### src/rtl/instr_encoder.sv
// instr_encoder: packs instruction fields into 32-bit words and writes them to memory through a 4-deep FIFO; ENC_CHECK_EN drops illegal encodings.
// Latency: a write starts 2 cycles after a push at the earliest. Backpressure: InReady is low while the FIFO is full, and a write is held until MemReady.
module instr_encoder (
  input  logic        clk,
  input  logic        reset,
  input  logic        InValid,
  output logic        InReady,
  input  logic [3:0]  Cond,
  input  logic [1:0]  Op,
  input  logic [5:0]  Funct,
  input  logic [3:0]  Rn,
  input  logic [3:0]  Rd,
  input  logic [23:0] Imm,
  input  logic        Start,
  input  logic [31:0] BaseAdr,
  output logic [31:0] MemAdr,
  output logic [31:0] MemWD,
  output logic        MemWE,
  input  logic        MemReady,
  output logic        Busy,
  output logic [7:0]  WordCount,
  output logic        Err
);

  typedef enum logic [1:0] {IDLE, ARMED, WRITE} state_t;

  state_t      state, state_nxt;
  logic [31:0] fifo_mem [4];
  logic [1:0]  wr_ptr, rd_ptr;
  logic [2:0]  count;
  logic [31:0] enc_word;
  logic        accept, drop, push, pop;

  always_comb begin
    enc_word = {Cond, Op, Funct, Rn, Rd, Imm[11:0]};
    if (Op == 2'b10)
      enc_word = {Cond, 2'b10, Funct[5:4], Imm};
  end

  assign InReady = (count < 3'd4);
  assign accept  = InValid & InReady;

`ifdef ENC_CHECK_EN
  logic illegal;
  logic err_q;

  // Data-processing is limited to AND, SUB, ADD and ORR
  always_comb begin
    illegal = 1'b0;
    if (Op == 2'b11)
      illegal = 1'b1;
    else if (Op == 2'b00) begin
      case (Funct[4:1])
        4'b0100, 4'b0010, 4'b0000, 4'b1100: illegal = 1'b0;
        default:                            illegal = 1'b1;
      endcase
    end
  end

  assign drop = accept & illegal;

  always_ff @(posedge clk or posedge reset) begin
    if (reset)
      err_q <= 1'b0;
    else
      err_q <= drop;
  end

  assign Err = err_q;
`else
  assign drop = 1'b0;
  assign Err  = 1'b0;
`endif

  assign push = accept & ~drop;
  assign pop  = (state == WRITE) & MemReady;

  always_ff @(posedge clk) begin
    if (push)
      fifo_mem[wr_ptr] <= enc_word;
  end

  always_ff @(posedge clk or posedge reset) begin
    if (reset) begin
      wr_ptr <= 2'd0;
      rd_ptr <= 2'd0;
      count  <= 3'd0;
    end else begin
      if (push)
        wr_ptr <= wr_ptr + 2'd1;
      if (pop)
        rd_ptr <= rd_ptr + 2'd1;
      case ({push, pop})
        2'b10:   count <= count + 3'd1;
        2'b01:   count <= count - 3'd1;
        default: count <= count;
      endcase
    end
  end

  always_ff @(posedge clk or posedge reset) begin
    if (reset)
      state <= IDLE;
    else
      state <= state_nxt;
  end

  // Start in ARMED wins over launching a write in the same cycle
  always_comb begin
    state_nxt = state;
    case (state)
      IDLE:    if (Start) state_nxt = ARMED;
      ARMED:   if (!Start && count != 3'd0) state_nxt = WRITE;
      WRITE:   if (MemReady) state_nxt = ARMED;
      default: state_nxt = IDLE;
    endcase
  end

  always_ff @(posedge clk or posedge reset) begin
    if (reset) begin
      MemAdr    <= 32'd0;
      MemWD     <= 32'd0;
      WordCount <= 8'd0;
    end else begin
      case (state)
        IDLE: begin
          if (Start)
            MemAdr <= BaseAdr & ~32'd3;
        end
        ARMED: begin
          if (Start) begin
            MemAdr    <= BaseAdr & ~32'd3;
            WordCount <= 8'd0;
          end else if (count != 3'd0) begin
            MemWD <= fifo_mem[rd_ptr];
          end
        end
        WRITE: begin
          if (MemReady) begin
            MemAdr    <= MemAdr + 32'd4;
            WordCount <= WordCount + 8'd1;
          end
        end
        default: ;
      endcase
    end
  end

  assign MemWE = (state == WRITE);
  assign Busy  = (state == WRITE) | (count != 3'd0);

endmodule

### config.mk
export PLATFORM = sky130hd
export DESIGN_NAME = instr_encoder
export DESIGN_NICKNAME = d
export VERILOG_FILES = /design/src/rtl/instr_encoder.sv
export SDC_FILE = /design/constraint.sdc
export NUM_CORES = 1
export LEC_CHECK = 0
export BUFFER_PORTS_ARGS = -buffer_cell sky130_fd_sc_hd__buf_4
export CAP_MARGIN = 0
export CORE_MARGIN = 3
export CORE_UTILIZATION = 57
export CTS_CLUSTER_DIAMETER = 50
export DETAILED_ROUTE_END_ITERATION = 10
export PLACE_DENSITY_LB_ADDON = 0.25
export SETUP_SLACK_MARGIN = 0.3
export SLEW_MARGIN = 20
export SYNTH_ARGS = -nofsm -noshare
export SYNTH_HDL_FRONTEND = slang
export SYNTH_SLANG_ARGS = --single-unit
export TNS_END_PERCENT = 100
### constraint.sdc
create_clock -name clk -period 4 [get_ports clk]
set_input_delay 0.8 -clock clk [delete_from_list [all_inputs] [get_ports clk]]
set_output_delay 0.8 -clock clk [all_outputs]
set_load 0.01 [all_outputs]
==> run metrics, run 1 <==
status=finished, final reports clean; commonest non-fill, non-tap cell in the layout=buf_4; final setup TNS=0 ns; Tcrit/Tclk final=68.7%; Synth Area per Inst=15.1 µm²; Critical Path AT=1.95 ns; Max Slew Vio Count=0; Post-CTS Hold Buffers=0; share of the yosys chip area belonging to registers=66.5%; Post-DP Area=10000 µm²; worst-path fanout max=48; Synth area leaders=edfxtp_1, dfrtp_1, mux4_2; detailed-route wire length per cell=19.7 µm; Async SR Flop Fraction=38.2%; first-pass GRT wire length=29.3 mm; f_max=364 MHz; GRT Util Overall=22.1%; initial antenna violation count=0; later-pin clock latency in the skew report=0.49 ns; IO buf count=151; vias in the first global route=5628; placed wire-length estimate=11.9 mm; 1st-pass router iterations=6; synthesized cell area=8760 µm²; crit path time final=2.75 ns; Lkg Pwr=4.19 nW; CTS tree=built; ANT nets after route=0; worst setup path start=state[0]; # rows=44; setup bufs post-CTS=0; crit start category=register; CP endpoint kind=output port; initial DRC count=503; final hold vios=0; post-route design area=10800 µm²; max cap viols=0; ys flop type=edfxtp_1; count of cell types in the netlist=53; CTS root buf=clkbuf_16; Core Area=14800 µm²; Clock Path Buffers=3; peak supply drop=0.000449 V; drt via density=5.99; final setup vio count=0; synthesis-stage register bit count=207; Critical R2R Launch=state[0]; Worst-path clk slew=0.06 ns; Post-CTS Resized=0; Total Die Area=16900 µm²; post-synthesis xor/xnor area fraction=1.20%; TritonCTS Buffers=22; Max-slew headroom=30.0%; layout cells sized above 1=38.9%; Initial Utilization=59.3%; Syn Inst Count=579; Post-synth EDFFs=128; post-synthesis mux area share=14.5%; Area Overhead vs Synth=23.4%; routed via count=5549; Pwr Total=0.00798 W; largest family of logic cells by synthesized area=multiplexers; die height=130 µm; RSZ-0062 raised after global routing=no; post-synth top area share=43.9%; synth warn=0; skew final=0.00746 ns; htree depth=1; Inserted Diodes=0; largest net degree at the start of global routing=49; simple-gate share of the synthesized area=7.87%; hold crit path type=primary input to asynchronous set/reset pin; most frequent cells in the layout=buf_4, edfxtp_1, dfrtp_1; worst setup path class=register to output port; Post-layout nets=816; WP data required=3.20 ns; I/O Pins=157; post-synthesis compound-gate area fraction=6.23%; Synth area leader=edfxtp_1; pwr dens=738 nW/µm²; Finished Layout Cells=927; TritonCTS Sinks=207; DR DRC count=0; chip width=130 µm; Synth Area in Adders=1.23%; grt total ovfl=0; Routability Congestion=0.874; placed insts=887; final wirelength=18.3 mm; Tightest Pin Transition=1.05 ns
routing by layer:
metal  track usage [%]  vias up  wire length [µm]  share of wire [%]
li1                  -     2515                 -                  -
met1              30.9     2762              7460                 41
met2              36.0      242              9010                 49
met3              4.22       30              1480                8.1
met4              6.48        0               342                1.9
met5                 0        -                 0                  0
final cells by class:
cell class              count  area, µm²
clock buffers              27        611
clock inverters            13        176
well taps                 184        230
flip-flops and latches    207       5820
inverters                  13       50.0
multi-input cells         325       2730
repair buffers            158       1190
fillers                   956       3950
registers in the layout (all words and copies together), names as in the netlist:
signal and flops:
MemWD 32, count 3, WordCount 8, rd_ptr 2, wr_ptr 2, MemAdr 30, state 2, fifo_mem 128
per-stage QoR:
step	setup WS [ns]	util, %	hold slack, ns
after floorplan	1.18	-	0.469
after global placement	1.30	67.9	0.484
after detailed placement	1.29	67.9	0.495
after CTS	1.25	73.3	0.314
after global routing	1.13	73.3	0.325
final	1.25	73.3	0.310
cells by family after synthesis:
| group | Yosys count |
|---|---|
| flops | 207 |
| simple gates | 133 |
| compound gates | 88 |
| mux | 81 |
| buf+inv | 49 |
| xor+xnor | 12 |
| fa+ha+maj | 8 |
| other cells | 1 |
worst max-delay path, stage by stage, from the launching register on:
cell	delay, ns
dfrtp_1	0.41
nand2b_1	0.15
buf_4	0.21
inv_1	0.07
buf_4	0.39
buf_4	0.21
path summary, 6_finish.rpt:
path / endpoint / slack [ns] / cells after the start
hold reg to reg: MemWD[5] / 0.51 / 1
setup reg to reg: count[2] / 1.64 / 8
setup / recovery: MemWE / 1.25 / 5
min in group clk: MemWD[5] / 0.51 / 1
hold / removal: MemWD[1] / 0.31 / 2
max in group asynchronous: rd_ptr[1] / 2.90 / 3
synthesized netlist by cell type (2+ instances only):
master	number
edfxtp_1	128
dfrtp_1	79
mux2_2	45
nand2_1	38
a21oi_1	32
mux4_2	32
clkbuf_1	26
nor2_1	22
o21ai_0	20
inv_1	13
nand4_1	13
nor3_1	13
nand3_1	12
o22ai_1	11
a2bb2oi_1	7
and3_1	7
ha_1	7
xnor2_1	6
xor2_1	6
and2_1	5
nor2b_1	5
buf_4	4
mux2i_1	4
nor4_1	3
o22a_1	3
or3_1	3
a211oi_1	2
a311oi_1	2
buf_1	2
buf_2	2
buf_6	2
nand2b_1	2
o211ai_1	2
or4_4	2
where the power goes:
group          switching [W]  leakage, nW  internal (W)  total, W
Clock               0.000807        0.384       0.00135   0.00216
Sequential          0.000548         2.10       0.00285   0.00340
Combinational        0.00113         1.71       0.00128   0.00242
No activity file was read; power rests on OpenSTA's default activity.
==> run 2, diff against run 1 <==
--- a/config.mk
+++ b/config.mk
@@ -8,7 +8,7 @@
 export BUFFER_PORTS_ARGS = -buffer_cell sky130_fd_sc_hd__buf_4
 export CAP_MARGIN = 0
 export CORE_MARGIN = 3
-export CORE_UTILIZATION = 57
+export CORE_UTILIZATION = 50
 export CTS_CLUSTER_DIAMETER = 50
 export DETAILED_ROUTE_END_ITERATION = 10
 export PLACE_DENSITY_LB_ADDON = 0.25
==> constraint.sdc (replaced) <==
create_clock -name clk -period 2.26 [get_ports clk]
set_input_delay 0.452 -clock clk [delete_from_list [all_inputs] [get_ports clk]]
set_output_delay 0.452 -clock clk [all_outputs]
set_load 0.01 [all_outputs]
==> run 2 against run 1 <==
Compared with the run above:
- final area is 6.4% higher
- register-to-register slack worse by 1.3 ns
- clock skew is 0.0027 ns higher
- first-iteration DRC count shrank 26%
- sequential power up 72%
- clock power increased by 120%
- global-route usage down 1.7 points
- critical path type is now register to register
- critical endpoint is now MemAdr[28]
==> run metrics, run 2 (synthesis gave the netlist of run 1 again) <==
post-route design area=11500 µm² (+6.4%); ANT nets after route=0 (unchanged); Inserted Diodes=0 (unchanged); pwr dens=1350 nW/µm² (+83%); hold crit path type=primary input to asynchronous set/reset pin; Initial Utilization=51.9% (-7.5 points); final wirelength=19.6 mm (+7.1%); Largest register FFs=128 (unchanged); skew final=0.0102 ns (+0.00269 ns); final hold vios=0 (unchanged); Total Die Area=19100 µm² (+13%); die height=138 µm (+6.5%); TritonCTS Buffers=26 (+18%); initial antenna violation count=0 (unchanged); layout cells sized above 1=44.2% (+5.3 points); Core Area=16900 µm² (+14%); Post-layout nets=848 (+3.9%); crit start category=register; Post-DP Area=10300 µm² (+2.5%); largest registers=fifo_mem (128), MemWD (32), MemAdr (30); largest net degree at the start of global routing=80 (+63%); commonest non-fill, non-tap cell in the layout=buf_4; TritonCTS Sinks=207 (unchanged); CTS root buf=clkbuf_16; routed via count=5680 (+2.4%); worst-path fanout max=5 (-90%); detailed-route wire length per cell=19.6 µm (-0.65%); final setup vio count=0 (unchanged); most flop-heavy register=fifo_mem; Area Overhead vs Synth=31.4%; Clock Path Buffers=3 (unchanged); crit path time final=1.97 ns; # fillers=1158 (+21%); grt total ovfl=0 (unchanged); Tcrit/Tclk final=87.0%; CP endpoint kind=register; Worst-path clk slew=0.06 ns (about the same); RSZ-0062 raised after global routing=yes; WP data required=2.70 ns (-0.50 ns); Critical Path AT=2.40 ns (+0.45 ns); GRT Util Overall=20.3% (-1.7 points); IO buf count=151 (unchanged); # rows=47 (+6.8%); f_max=508 MHz; Pwr Total=0.0155 W (+95%); 1st-pass router iterations=6 (unchanged); chip width=138 µm (+6.5%); placed wire-length estimate=12.1 mm (+2.2%); vias in the first global route=5885 (+4.6%); DR DRC count=0 (unchanged); I/O Pins=157 (unchanged); Lkg Pwr=4.50 nW (+7.3%); peak supply drop=0.000681 V (+52%); htree depth=1 (unchanged); later-pin clock latency in the skew report=0.51 ns (+0.02 ns); worst setup path class=register to register; final setup TNS=0 ns (unchanged); Max Slew Vio Count=0 (unchanged); first-pass GRT wire length=31.4 mm (+7.1%); CTS tree=built; drt via density=5.69 (-5.0%); most frequent cells in the layout=buf_4, edfxtp_1, dfrtp_1; Routability Congestion=0.861 (-1.5%); initial DRC count=374 (-26%); status=finished, final reports clean; max cap viols=0 (unchanged); Post-CTS Hold Buffers=0 (unchanged)
==> run 2: cell types whose count changed in the layout (fill, tap and decap cells not counted), moves of 3 or more <==
cell       change
buf_4         +17
buf_12         +7
dfrtp_1        -7
dfrtp_2        +7
bufinv_16      +3
clkbuf_16      +3
==> run 2: layer usage <==
layer | global-route usage (%) | part of all wire, % | up-vias
met5 | 0 | 0 | -
met4 | 5.20 | 1.5 | 0
met3 | 4.35 | 7.2 | 32
met2 | 35.2 | 51 | 227
met1 | 26.4 | 40 | 2836
li1 | - | - | 2585
==> run 2: worst paths after layout <==
check / startpoint / end / slack (ns) / cells past startpoint
setup / recovery: MemAdr[3] / MemAdr[28] / 0.29 / 6
hold / removal: reset / MemWD[26] / 0.07 / 3
setup reg to reg: MemAdr[3] / MemAdr[28] / 0.29 / 6
hold reg to reg: MemWD[8] / MemWD[8] / 0.51 / 1
max in group asynchronous: reset / MemAdr[18] / 1.82 / 3
min in group clk: Imm[1] / fifo_mem[3][1] / 0.14 / 1
==> run 2: report_power, final <==
part	total, W	switching, W	internal [W]
Clock	0.00466	0.00161	0.00305
Sequential	0.00585	0.000785	0.00506
Combinational	0.00503	0.00235	0.00268
==> run 2: layout make-up <==
class | count | area (µm²) | share of cell area [%]
Clock buffer | 31 | 699 | 6.08
Multi-Input combinational cell | 325 | 2790 | 24.3
Sequential cell | 207 | 5830 | 50.7
Inverter | 13 | 55.1 | 0.479
Clock inverter | 17 | 305 | 2.65
Tap cell | 220 | 275 | 2.39
Timing Repair Buffer | 186 | 1540 | 13.4
==> run 2: worst max-delay path: stages, from the launching register on <==
cell	delay, ns
dfrtp_1	0.39
ha_1	0.24
nand2_2	0.12
or2_4	0.30
or4_4	0.55
o31ai_2	0.18
o21bai_1	0.13
==> run 2: timing repair <==
action                     in CTS  in global routing
resized for setup               9                 10
cloned                          2                  0
setup endpoints to repair       6                 35
setup buffers                   8                  4
pin swaps                       1                  4
==> run 2: through the flow <==
stage	setup slack (ns)	util [%]	cells	hold WS, ns
after CTS	0.281	67.7	995	0.0754
after detailed placement	0.186	60.9	937	0.497
after floorplan	0.287	-	581	0.469
final	0.293	68.2	999	0.0717
after global placement	0.251	60.9	937	0.484
after global routing	0.181	68.2	999	0.0896
==> run 3, diff against run 2 <==
--- a/config.mk
+++ b/config.mk
@@ -7,7 +7,7 @@
 export LEC_CHECK = 0
 export BUFFER_PORTS_ARGS = -buffer_cell sky130_fd_sc_hd__buf_4
 export CAP_MARGIN = 0
-export CORE_MARGIN = 3
+export CORE_MARGIN = 2
 export CORE_UTILIZATION = 50
 export CTS_CLUSTER_DIAMETER = 50
 export DETAILED_ROUTE_END_ITERATION = 10
==> run 3 against run 2 <==
Compared with the run above:
- die area fell by 2.9%
- clock power fell by 23%
- core utilization fell by 3.0 points
- highest routed layer unchanged
- final area fell by 2.4%
==> run metrics, run 3 (synthesis gave the netlist of run 1 again) <==
CP Cell Sequence=nand4_1 -> or4_4 -> or4_4 -> o31ai_4 -> o21bai_1; most frequent cells in the layout=buf_4, edfxtp_1, dfrtp_1; skew final=0.00875 ns (-0.00140 ns); Worst-path clk slew=0.06 ns (about the same); RSZ-0062 raised after global routing=yes; reg-to-reg endpoint=MemAdr[28]; hold crit path type=primary input to asynchronous set/reset pin; # fillers=1224 (+5.7%); max cap viols=0 (unchanged); later-pin clock latency in the skew report=0.50 ns (about the same); Clock Power Share=24.9% (-5.1 points); TritonCTS Sinks=207 (unchanged); 1st-pass router iterations=5 (-1); final setup vio count=0 (unchanged); htree depth=1 (unchanged); Critical Path AT=2.37 ns (-0.03 ns); pwr dens=1280 nW/µm² (-5.0%); final wirelength=19.1 mm (-2.4%); Post-CTS Hold Buffers=0 (unchanged); I/O Pins=157 (unchanged); final hold vios=0 (unchanged); CP endpoint kind=register; Clock Path Buffers=3 (unchanged); Critical R2R Launch=MemAdr[14]; Routability Congestion=0.839 (-2.5%); first-pass GRT wire length=30.4 mm (-3.1%); GRT Util Overall=20.9% (+0.62 points); Inserted Diodes=0 (unchanged); Final WS setup=0.314 ns (+0.0210 ns); Core Area=17200 µm² (+2.1%); CP most frequent cell=or4_4; Post-layout nets=850 (+0.24%); Slowest-stage cell, CP=or4_4; commonest non-fill, non-tap cell in the layout=buf_4; routed via count=5704 (+0.42%); CTS tree=built; ANT nets after route=0 (unchanged); vias in the first global route=5806 (-1.3%); f_max=514 MHz (+1.1%); Total Die Area=18600 µm² (-2.9%); Sw Pwr=0.00458 W (-3.5%); largest net degree at the start of global routing=80 (unchanged); Area Overhead vs Synth=28.2%; Switching Fraction=31.8% (+1.2 points); crit path time final=1.95 ns (-0.0210 ns); drt via density=5.69 (+0.12%); CTS root buf=clkbuf_16; DR DRC count=0 (unchanged); Hold Slack=0.0859 ns (+0.0142 ns); Pint=0.00983 W (-8.9%); Seq pwr share=40.5% (+2.9 points); layout cells sized above 1=43.0% (-1.2 points); Finished Layout Cells=1002 (+0.30%); placed wire-length estimate=12.0 mm (-1.5%); pre-CTS setup slack=0.230 ns (+0.0441 ns); worst-path fanout max=5 (unchanged); IO buf count=151 (unchanged); die height=136 µm (-1.4%); chip width=136 µm (-1.4%); combinational group share of total power=34.6% (+2.3 points); Slowest Stage Delay on Critical Path=0.58 ns (+0.03 ns); initial antenna violation count=0 (unchanged); Max Slew Vio Count=0 (unchanged); final setup TNS=0 ns (unchanged); grt total ovfl=0 (unchanged); Tcrit/Tclk final=86.1% (-0.93 points); # rows=48 (+2.1%); TritonCTS Buffers=23 (-12%); detailed-route wire length per cell=19.1 µm (-2.7%); worst setup path class=register to register; Initial Utilization=50.8% (-1.1 points); R2R setup slack=0.31 ns (+0.02 ns); Lkg Pwr=4.37 nW (-2.9%); most flop-heavy register=fifo_mem; initial DRC count=445 (+19%); peak supply drop=0.000841 V (+23%); placed insts=947 (+1.1%); status=finished, final reports clean; worst reg2reg path depth=5 (-1); Pwr Total=0.0144 W (-7.3%); WP data required=2.69 ns (about the same); crit start category=register; largest registers=fifo_mem (128), MemWD (32), MemAdr (30); Largest register FFs=128 (unchanged)
==> run 3: changes by cell type in the layout (fill, tap and decap cells not counted), sizes merged <==
cell      change
clkbuf        -4
clkinvlp      +3
bufbuf        -1
buf           +5
bufinv        -5
clkinv        +3
inv           -3
==> run 3: worst max path at each step <==
stage                           from    endpoint
final                     MemAdr[14]  MemAdr[28]
after global routing      MemAdr[14]  MemAdr[28]
after CTS                   state[0]       MemWE
after detailed placement  MemAdr[16]  MemAdr[28]
after global placement     MemAdr[3]  MemAdr[28]
after floorplan             state[1]   MemWD[10]
==> run 3: layout make-up <==
cell class	instances	area, µm²	area share, %
multi-input combinational	325	2790	24.8
sequential	207	5830	52.0
timing repair buffer	191	1540	13.7
tap	225	282	2.51
clock inverter	15	140	1.25
clock buffer	26	587	5.23
inverter	13	55.1	0.490
==> run 3: worst max-delay path: cells and delay by family (launching register included) <==
family	cells	cell delay [ns]
AO/OA/AOI/OAI	2	0.30
flip-flops	1	0.40
AND/OR/NAND/NOR	3	1.18
==> run 3: per-stage QoR <==
step / cell area, µm² / util [%]
2_1_floorplan: 8790 / -
3_3_place_gp: 10300 / 59.7
3_5_place_dp: 10300 / 59.7
4_1_cts: 11100 / 64.4
5_1_grt: 11200 / 65.1
6_report: 11200 / 65.1
==> run 3: power by group through the flow <==
stage               sequential [W]  combinational (W)  clock (W)
finish                     0.00584            0.00499    0.00358
global placement           0.00582            0.00464          0
CTS                        0.00582            0.00488    0.00366
global route               0.00596            0.00546    0.00380
detailed placement         0.00588            0.00473          0
floorplan                  0.00591            0.00268          0
==> run 3: per-layer routing <==
layer / share of wire (%) / vias to the layer above / wire length, µm / track usage [%]
met5: 0 / - / 0 / 0
met4: 1.9 / 0 / 361 / 6.02
met3: 8.2 / 31 / 1570 / 3.99
met2: 49 / 237 / 9430 / 35.3
met1: 41 / 2853 / 7740 / 27.9
li1: - / 2583 / - / -
==> run 3: timing repair <==
item                       in CTS  in global routing
pin swaps                       1                  3
gates cloned                    1                  1
resized for setup               7                 10
setup endpoints to repair       4                 10
setup buffers                   3                  9
